<file path="src/rtl/ex_mem_stage_if.sv">
// EX -> MEM pipeline bundle: the fields EX hands over plus the registered copies
// MEM sees and the accumulate feedback returned to EX.
interface ex_mem_stage_if #(
  parameter int DATA_W  = 32,
  parameter int ADDR_W  = 5,
  parameter int ALUOP_W = 8,
  parameter int CNT_W   = 2
);
  logic [ADDR_W-1:0]   ex_waddr;
  logic                ex_we;
  logic [DATA_W-1:0]   ex_wdata;
  logic                ex_whilo;
  logic [DATA_W-1:0]   ex_hi;
  logic [DATA_W-1:0]   ex_lo;
  logic [ALUOP_W-1:0]  ex_aluop;
  logic [DATA_W-1:0]   ex_mem_addr;
  logic [DATA_W-1:0]   ex_reg2;
  logic [2*DATA_W-1:0] ex_hilo_temp;
  logic [CNT_W-1:0]    ex_cnt;

  logic [ADDR_W-1:0]   mem_waddr;
  logic                mem_we;
  logic [DATA_W-1:0]   mem_wdata;
  logic                mem_whilo;
  logic [DATA_W-1:0]   mem_hi;
  logic [DATA_W-1:0]   mem_lo;
  logic [ALUOP_W-1:0]  mem_aluop;
  logic [DATA_W-1:0]   mem_mem_addr;
  logic [DATA_W-1:0]   mem_reg2;
  logic                mem_valid;
  logic [2*DATA_W-1:0] hilo_temp_o;
  logic [CNT_W-1:0]    cnt_o;

  modport master (
    output ex_waddr, ex_we, ex_wdata, ex_whilo, ex_hi, ex_lo,
           ex_aluop, ex_mem_addr, ex_reg2, ex_hilo_temp, ex_cnt,
    input  mem_waddr, mem_we, mem_wdata, mem_whilo, mem_hi, mem_lo,
           mem_aluop, mem_mem_addr, mem_reg2, mem_valid, hilo_temp_o, cnt_o
  );

  modport slave (
    input  ex_waddr, ex_we, ex_wdata, ex_whilo, ex_hi, ex_lo,
           ex_aluop, ex_mem_addr, ex_reg2, ex_hilo_temp, ex_cnt,
    output mem_waddr, mem_we, mem_wdata, mem_whilo, mem_hi, mem_lo,
           mem_aluop, mem_mem_addr, mem_reg2, mem_valid, hilo_temp_o, cnt_o
  );
endinterface

</file>
<file path="src/rtl/ex_mem_stage.sv">
// EX/MEM pipeline register with stall/flush control, a valid bit, and a hold
// path for the madd/msub accumulate state while EX is stalled.
module ex_mem_stage #(
  parameter int DATA_W  = 32,
  parameter int ADDR_W  = 5,
  parameter int ALUOP_W = 8,
  parameter int CNT_W   = 2
) (
  input logic           clk,
  input logic           rst,
  input logic           stall_ex,
  input logic           stall_mem,
  input logic           flush,
  ex_mem_stage_if.slave bus
);

  // Flow control: no valid/ready pair here. mem_valid=1 means the MEM-side
  // fields hold a real instruction; stall_ex/stall_mem come from the stall
  // controller, and stall_mem may only be high while stall_ex is high.
  always_ff @(posedge clk) begin
    if (rst || flush) begin
      bus.mem_waddr    <= '0;
      bus.mem_we       <= 1'b0;
      bus.mem_wdata    <= '0;
      bus.mem_whilo    <= 1'b0;
      bus.mem_hi       <= '0;
      bus.mem_lo       <= '0;
      bus.mem_aluop    <= '0;
      bus.mem_mem_addr <= '0;
      bus.mem_reg2     <= '0;
      bus.mem_valid    <= 1'b0;
      bus.hilo_temp_o  <= '0;
      bus.cnt_o        <= '0;
    end else if (!stall_ex) begin
      bus.mem_waddr    <= bus.ex_waddr;
      bus.mem_we       <= bus.ex_we;
      bus.mem_wdata    <= bus.ex_wdata;
      bus.mem_whilo    <= bus.ex_whilo;
      bus.mem_hi       <= bus.ex_hi;
      bus.mem_lo       <= bus.ex_lo;
      bus.mem_aluop    <= bus.ex_aluop;
      bus.mem_mem_addr <= bus.ex_mem_addr;
      bus.mem_reg2     <= bus.ex_reg2;
      bus.mem_valid    <= 1'b1;
      bus.hilo_temp_o  <= '0;
      bus.cnt_o        <= '0;
    end else if (!stall_mem) begin
      // Bubble into MEM; park the partial product so EX can resume next cycle.
      bus.mem_waddr    <= '0;
      bus.mem_we       <= 1'b0;
      bus.mem_wdata    <= '0;
      bus.mem_whilo    <= 1'b0;
      bus.mem_hi       <= '0;
      bus.mem_lo       <= '0;
      bus.mem_aluop    <= '0;
      bus.mem_mem_addr <= '0;
      bus.mem_reg2     <= '0;
      bus.mem_valid    <= 1'b0;
      bus.hilo_temp_o  <= bus.ex_hilo_temp;
      bus.cnt_o        <= bus.ex_cnt;
    end
  end

  illegal_stall_combo : assert property (
    @(posedge clk) disable iff (rst) !(!stall_ex && stall_mem)
  );

endmodule

</file>
<file path="src/flat_wrapper.sv">
// flat-port wrapper written by rule: the top's interface ports become plain ports
module ex_mem_stage_flat 
#(
  parameter int DATA_W  = 32,
  parameter int ADDR_W  = 5,
  parameter int ALUOP_W = 8,
  parameter int CNT_W   = 2
)
  (clk, rst, stall_ex, stall_mem, flush, bus_ex_waddr, bus_ex_we, bus_ex_wdata, bus_ex_whilo, bus_ex_hi, bus_ex_lo, bus_ex_aluop, bus_ex_mem_addr, bus_ex_reg2, bus_ex_hilo_temp, bus_ex_cnt, bus_mem_waddr, bus_mem_we, bus_mem_wdata, bus_mem_whilo, bus_mem_hi, bus_mem_lo, bus_mem_aluop, bus_mem_mem_addr, bus_mem_reg2, bus_mem_valid, bus_hilo_temp_o, bus_cnt_o);
  ex_mem_stage_if #(.DATA_W(DATA_W), .ADDR_W(ADDR_W), .ALUOP_W(ALUOP_W), .CNT_W(CNT_W)) bus_i ();
  input logic clk;
  input logic rst;
  input logic stall_ex;
  input logic stall_mem;
  input logic flush;
  input wire logic [$bits(bus_i.ex_waddr)-1:0] bus_ex_waddr;
  input wire logic [$bits(bus_i.ex_we)-1:0] bus_ex_we;
  input wire logic [$bits(bus_i.ex_wdata)-1:0] bus_ex_wdata;
  input wire logic [$bits(bus_i.ex_whilo)-1:0] bus_ex_whilo;
  input wire logic [$bits(bus_i.ex_hi)-1:0] bus_ex_hi;
  input wire logic [$bits(bus_i.ex_lo)-1:0] bus_ex_lo;
  input wire logic [$bits(bus_i.ex_aluop)-1:0] bus_ex_aluop;
  input wire logic [$bits(bus_i.ex_mem_addr)-1:0] bus_ex_mem_addr;
  input wire logic [$bits(bus_i.ex_reg2)-1:0] bus_ex_reg2;
  input wire logic [$bits(bus_i.ex_hilo_temp)-1:0] bus_ex_hilo_temp;
  input wire logic [$bits(bus_i.ex_cnt)-1:0] bus_ex_cnt;
  output wire logic [$bits(bus_i.mem_waddr)-1:0] bus_mem_waddr;
  output wire logic [$bits(bus_i.mem_we)-1:0] bus_mem_we;
  output wire logic [$bits(bus_i.mem_wdata)-1:0] bus_mem_wdata;
  output wire logic [$bits(bus_i.mem_whilo)-1:0] bus_mem_whilo;
  output wire logic [$bits(bus_i.mem_hi)-1:0] bus_mem_hi;
  output wire logic [$bits(bus_i.mem_lo)-1:0] bus_mem_lo;
  output wire logic [$bits(bus_i.mem_aluop)-1:0] bus_mem_aluop;
  output wire logic [$bits(bus_i.mem_mem_addr)-1:0] bus_mem_mem_addr;
  output wire logic [$bits(bus_i.mem_reg2)-1:0] bus_mem_reg2;
  output wire logic [$bits(bus_i.mem_valid)-1:0] bus_mem_valid;
  output wire logic [$bits(bus_i.hilo_temp_o)-1:0] bus_hilo_temp_o;
  output wire logic [$bits(bus_i.cnt_o)-1:0] bus_cnt_o;
  assign bus_i.ex_waddr = bus_ex_waddr;
  assign bus_i.ex_we = bus_ex_we;
  assign bus_i.ex_wdata = bus_ex_wdata;
  assign bus_i.ex_whilo = bus_ex_whilo;
  assign bus_i.ex_hi = bus_ex_hi;
  assign bus_i.ex_lo = bus_ex_lo;
  assign bus_i.ex_aluop = bus_ex_aluop;
  assign bus_i.ex_mem_addr = bus_ex_mem_addr;
  assign bus_i.ex_reg2 = bus_ex_reg2;
  assign bus_i.ex_hilo_temp = bus_ex_hilo_temp;
  assign bus_i.ex_cnt = bus_ex_cnt;
  assign bus_mem_waddr = bus_i.mem_waddr;
  assign bus_mem_we = bus_i.mem_we;
  assign bus_mem_wdata = bus_i.mem_wdata;
  assign bus_mem_whilo = bus_i.mem_whilo;
  assign bus_mem_hi = bus_i.mem_hi;
  assign bus_mem_lo = bus_i.mem_lo;
  assign bus_mem_aluop = bus_i.mem_aluop;
  assign bus_mem_mem_addr = bus_i.mem_mem_addr;
  assign bus_mem_reg2 = bus_i.mem_reg2;
  assign bus_mem_valid = bus_i.mem_valid;
  assign bus_hilo_temp_o = bus_i.hilo_temp_o;
  assign bus_cnt_o = bus_i.cnt_o;
  ex_mem_stage #(.DATA_W(DATA_W), .ADDR_W(ADDR_W), .ALUOP_W(ALUOP_W), .CNT_W(CNT_W)) u_core (.clk(clk), .rst(rst), .stall_ex(stall_ex), .stall_mem(stall_mem), .flush(flush), .bus(bus_i));
endmodule
</file>
<file path="config.mk">
export PLATFORM = sky130hd
export DESIGN_NAME = ex_mem_stage_flat
export DESIGN_NICKNAME = d
export VERILOG_FILES = /design/src/rtl/ex_mem_stage_if.sv /design/src/rtl/ex_mem_stage.sv /design/src/flat_wrapper.sv
export SDC_FILE = /design/constraint.sdc
export NUM_CORES = 1
export LEC_CHECK = 0
export ABC_CLOCK_PERIOD_IN_PS = 1550
export CAP_MARGIN = 10
export CELL_PAD_IN_SITES_DETAIL_PLACEMENT = 1
export CELL_PAD_IN_SITES_GLOBAL_PLACEMENT = 2
export CORE_MARGIN = 2
export CORE_UTILIZATION = 21
export DETAILED_ROUTE_END_ITERATION = 6
export GPL_ROUTABILITY_DRIVEN = 0
export PLACE_DENSITY = 0.85
export SLEW_MARGIN = 20
export SYNTH_ARGS = -nofsm -noshare
export SYNTH_HDL_FRONTEND = slang
export SYNTH_SLANG_ARGS = --single-unit
</file>
<file path="constraint.sdc">
create_clock -name clk -period 1.55 [get_ports clk]
set_input_delay 0.2325 -clock clk [delete_from_list [all_inputs] [get_ports clk]]
set_output_delay 0.2325 -clock clk [all_outputs]
set_load 0.05 [all_outputs]
</file>
==> summary.md <==
| Metric | Value |
|---|---|
| Status | `finished clean` |
| Layout Utilization | `0.348` |
| Pleak | `6.01 nW` |
| Clk buf depth | `3` |
| Worst EP arrival | `1.15 ns` |
| FP Rows | `76` |
| Distinct cells, synth | `14` |
| Cell family with most CP delay | `flip-flops` |
| HP Class | `in2reg` |
| Worst EP required | `1.32 ns` |
| Top cell type's share of synthesized area | `0.536` |
| Non-Filler Instances | `2017` |
| PD cells | `1030 nW/um2` |
| Async set-reset flop share out of synthesis | `0` |
| Crit share post-route | `0.889` |
| Fmax | `725 MHz` |
| Crit-path max cell delay | `0.37 ns` |
| Routed Antenna Nets | `0` |
| Die W | `212 um` |
| Buf/Inv on CP | `1` |
| Pins Over Slew Limit | `0` |
| DR vias/cell | `4.36` |
| Port Buf Inserts | `487` |
| Initial antenna violation count | `0` |
| Worst slew margin | `0.658` |
| Top-count cell post-synth | `dfxtp_1` |
| Clock skew | `0 ns` |
| Clk sinks | `242` |
| Post-synth EDFFs | `0` |
| Cell Area, Synth | `9040 um2` |
| Hold buffers post-CTS | `0` |
| FF-to-FF setup slack | `0.85 ns` |
| VDD IR max | `0.669 mV` |
| Fin Hold WS | `0.0466 ns` |
| DR iter-0 viols | `372` |
| Min-Delay Path Depth | `3` |
| Die H | `212 um` |
| Seq/Total Area, Yosys | `0.536` |
| Post-place setup slack | `-0.0764 ns` |
| Initial Util | `0.211` |
| Core Region | `42800 um2` |
| Cell taking the most area after synthesis | `dfxtp_1` |
| Main synth FF type | `dfxtp_1` |
| Slowest stage cell, crit path | `dfxtp_1` |
| Final Setup Violations | `0` |
| Hold path startpoint | `stall_mem` |
| Critical Path Fanout Max | `2` |
| Total Routing Usage GR | `0.142` |
| First-pass GRT wire length | `50300 um` |
| Antenna fix cells | `0` |
| Wire per inst | `16.9 um` |
| # Post-CTS Setup Buffers | `0` |
| Final min period | `1.38 ns` |
| Full die area | `44700 um2` |
| Final hold viol count | `0` |
| Critical Path Start Type | `flop` |
| DRC Markers | `0` |
| Yosys warns | `0` |
| GRT Residual Overflow | `0` |
| Root Buffer | `clkbuf_16` |
| Synth Area per Inst | `9.08 um2` |
| Io pins | `488` |
| RSZ-0062 raised after global routing | `false` |
| Proportion of layout cells with a drive suffix above 1 | `0.220` |
| Vias in the first global route | `8963` |
| Setup slack after layout | `0.172 ns` |
| Fin nets | `1695` |
| TritonRoute pass-1 iters | `4` |
| Worst R2R Start | `u_core.bus.mem_hi[18]$_SDFFE_PP0P_` |
| HPWL Detailed | `24900 um` |
| Most common library cells after synthesis | `dfxtp_1 (242), a21oi_1 (176), nand2b_1 (175), nand3_1 (175)` |
| CTS tree | `built` |
| Clock Latency Late Sink | `0.54 ns` |
| CP Class | `reg2out` |
| RR Endpoint | `u_core.bus.mem_hi[18]$_SDFFE_PP0P_` |
| Via Count | `8804` |
| Max-Cap Viols | `0` |
| Syn nets | `1242` |
| Hold Path End | `u_core.bus.hilo_temp_o[27]$_SDFFE_PP0N_` |
| Cell total after placement | `1965` |
| Least-Margin Pin Slew | `0.513 ns` |
| FF-to-FF path depth | `2` |
| H-Tree Depth | `1` |
| Largest net degree at the start of global routing | `136` |
| FF+latch count, synth | `242` |
| Cell breakdown of the critical path | `buf_4` |
| Worst Setup End Kind | `output pin` |
| Area growth from synthesis to layout | `64.6%` |
| Post-CTS sizing | `0` |
| CTS buffer count | `28` |
| Largest cells by area after synthesis | `dfxtp_1 (54%), nand2b_1 (12%), a21oi_1 (9.7%)` |
| Final WL | `34000 um` |
| Mapped Cells | `996` |
| Clk pin slew, worst setup/hold paths | `0.06 ns` |
[flip-flops by register name, summed over array words and instances (netlist names)]
register / count
u_core.bus.mem_whilo: 1
u_core.bus.hilo_temp_o: 64
u_core.bus.mem_waddr: 5
u_core.bus.mem_valid: 1
u_core.bus.mem_aluop: 8
u_core.bus.mem_wdata: 32
u_core.bus.mem_reg2: 32
u_core.bus.mem_mem_addr: 32
u_core.bus.mem_lo: 32
u_core.bus.cnt_o: 2
u_core.bus.mem_hi: 32
u_core.bus.mem_we: 1
[per-stage QoR]
stage,TNS [ns],power (mW),area (um2)
6_report,0,15.3,14900
5_1_grt,0,15.9,14900
4_1_cts,0,15.6,14900
3_5_place_dp,-3.32,8.99,14000
3_3_place_gp,-2.29,8.94,14000
2_1_floorplan,0,7.81,9040
[how the worst max path moves through the flow]
stage,startpoint,end,cells past startpoint
floorplan,stall_ex,u_core.bus.hilo_temp_o[10]$_SDFFE_PP0N_,5
global placement,flush,u_core.bus.hilo_temp_o[34]$_SDFFE_PP0N_,4
detailed placement,flush,u_core.bus.hilo_temp_o[41]$_SDFFE_PP0N_,4
CTS,u_core.bus.mem_hi[10]$_SDFFE_PP0P_,bus_mem_hi[10],1
global route,u_core.bus.mem_hi[10]$_SDFFE_PP0P_,bus_mem_hi[10],1
finish,u_core.bus.mem_hi[10]$_SDFFE_PP0P_,bus_mem_hi[10],1
[cell type report]
type                       instances  area [um2]
fill                            4980       27900
sequential                       242        4840
clock buffer                      40         837
tap                              546         683
clock inverter                    12        65.1
timing repair buffer             516        4670
multi-input combinational        661        3780
[metal layers]
metal  vias to the layer above  track usage  wire, um
met4                         0       0.0449      1080
met1                      4197        0.157     13100
met2                       284        0.255     17100
li1                       4265            -         -
met3                        58       0.0469      2770
met5                         -            0         0
[where the power goes]
part | leakage [nW] | total [mW] | switching [mW] | internal (mW)
sequential | 1.97 | 6.48 | 0.0898 | 6.39
combinational | 3.59 | 2.35 | 1.27 | 1.08
clock | 0.452 | 6.47 | 2.73 | 3.74
[placed cells by master (no fill, tap or decap)]
cell / netlist / final
nor2_1: 66 / 66
mux2i_1: 66 / 66
clkbuf_16: 0 / 29
or3b_2: 0 / 1
clkbuf_1: 49 / 4
a21oi_1: 176 / 176
nand2b_1: 175 / 175
dfxtp_1: 242 / 242
nand3_1: 175 / 175
clkdlybuf4s50_1: 0 / 243
clkinvlp_4: 0 / 2
buf_12: 0 / 14
nand2_1: 1 / 1
clkbuf_8: 0 / 9
or2_4: 0 / 1
buf_4: 3 / 257
clkinv_2: 0 / 10
[logic make-up after synthesis]
group | after synthesis | share of synthesized area
AND/OR/NAND/NOR | 419 | 0.247
flip-flops | 242 | 0.536
AO/OA/AOI/OAI | 176 | 0.0974
buffers and inverters | 93 | 0.0464
multiplexers | 66 | 0.0731
[worst reg2reg max path, cell delays in order, from the launching register on]
cell     delay (ns)
dfxtp_1        0.34
nand3_1        0.09
a21oi_1        0.20
(Power assumes the default switching activity.)
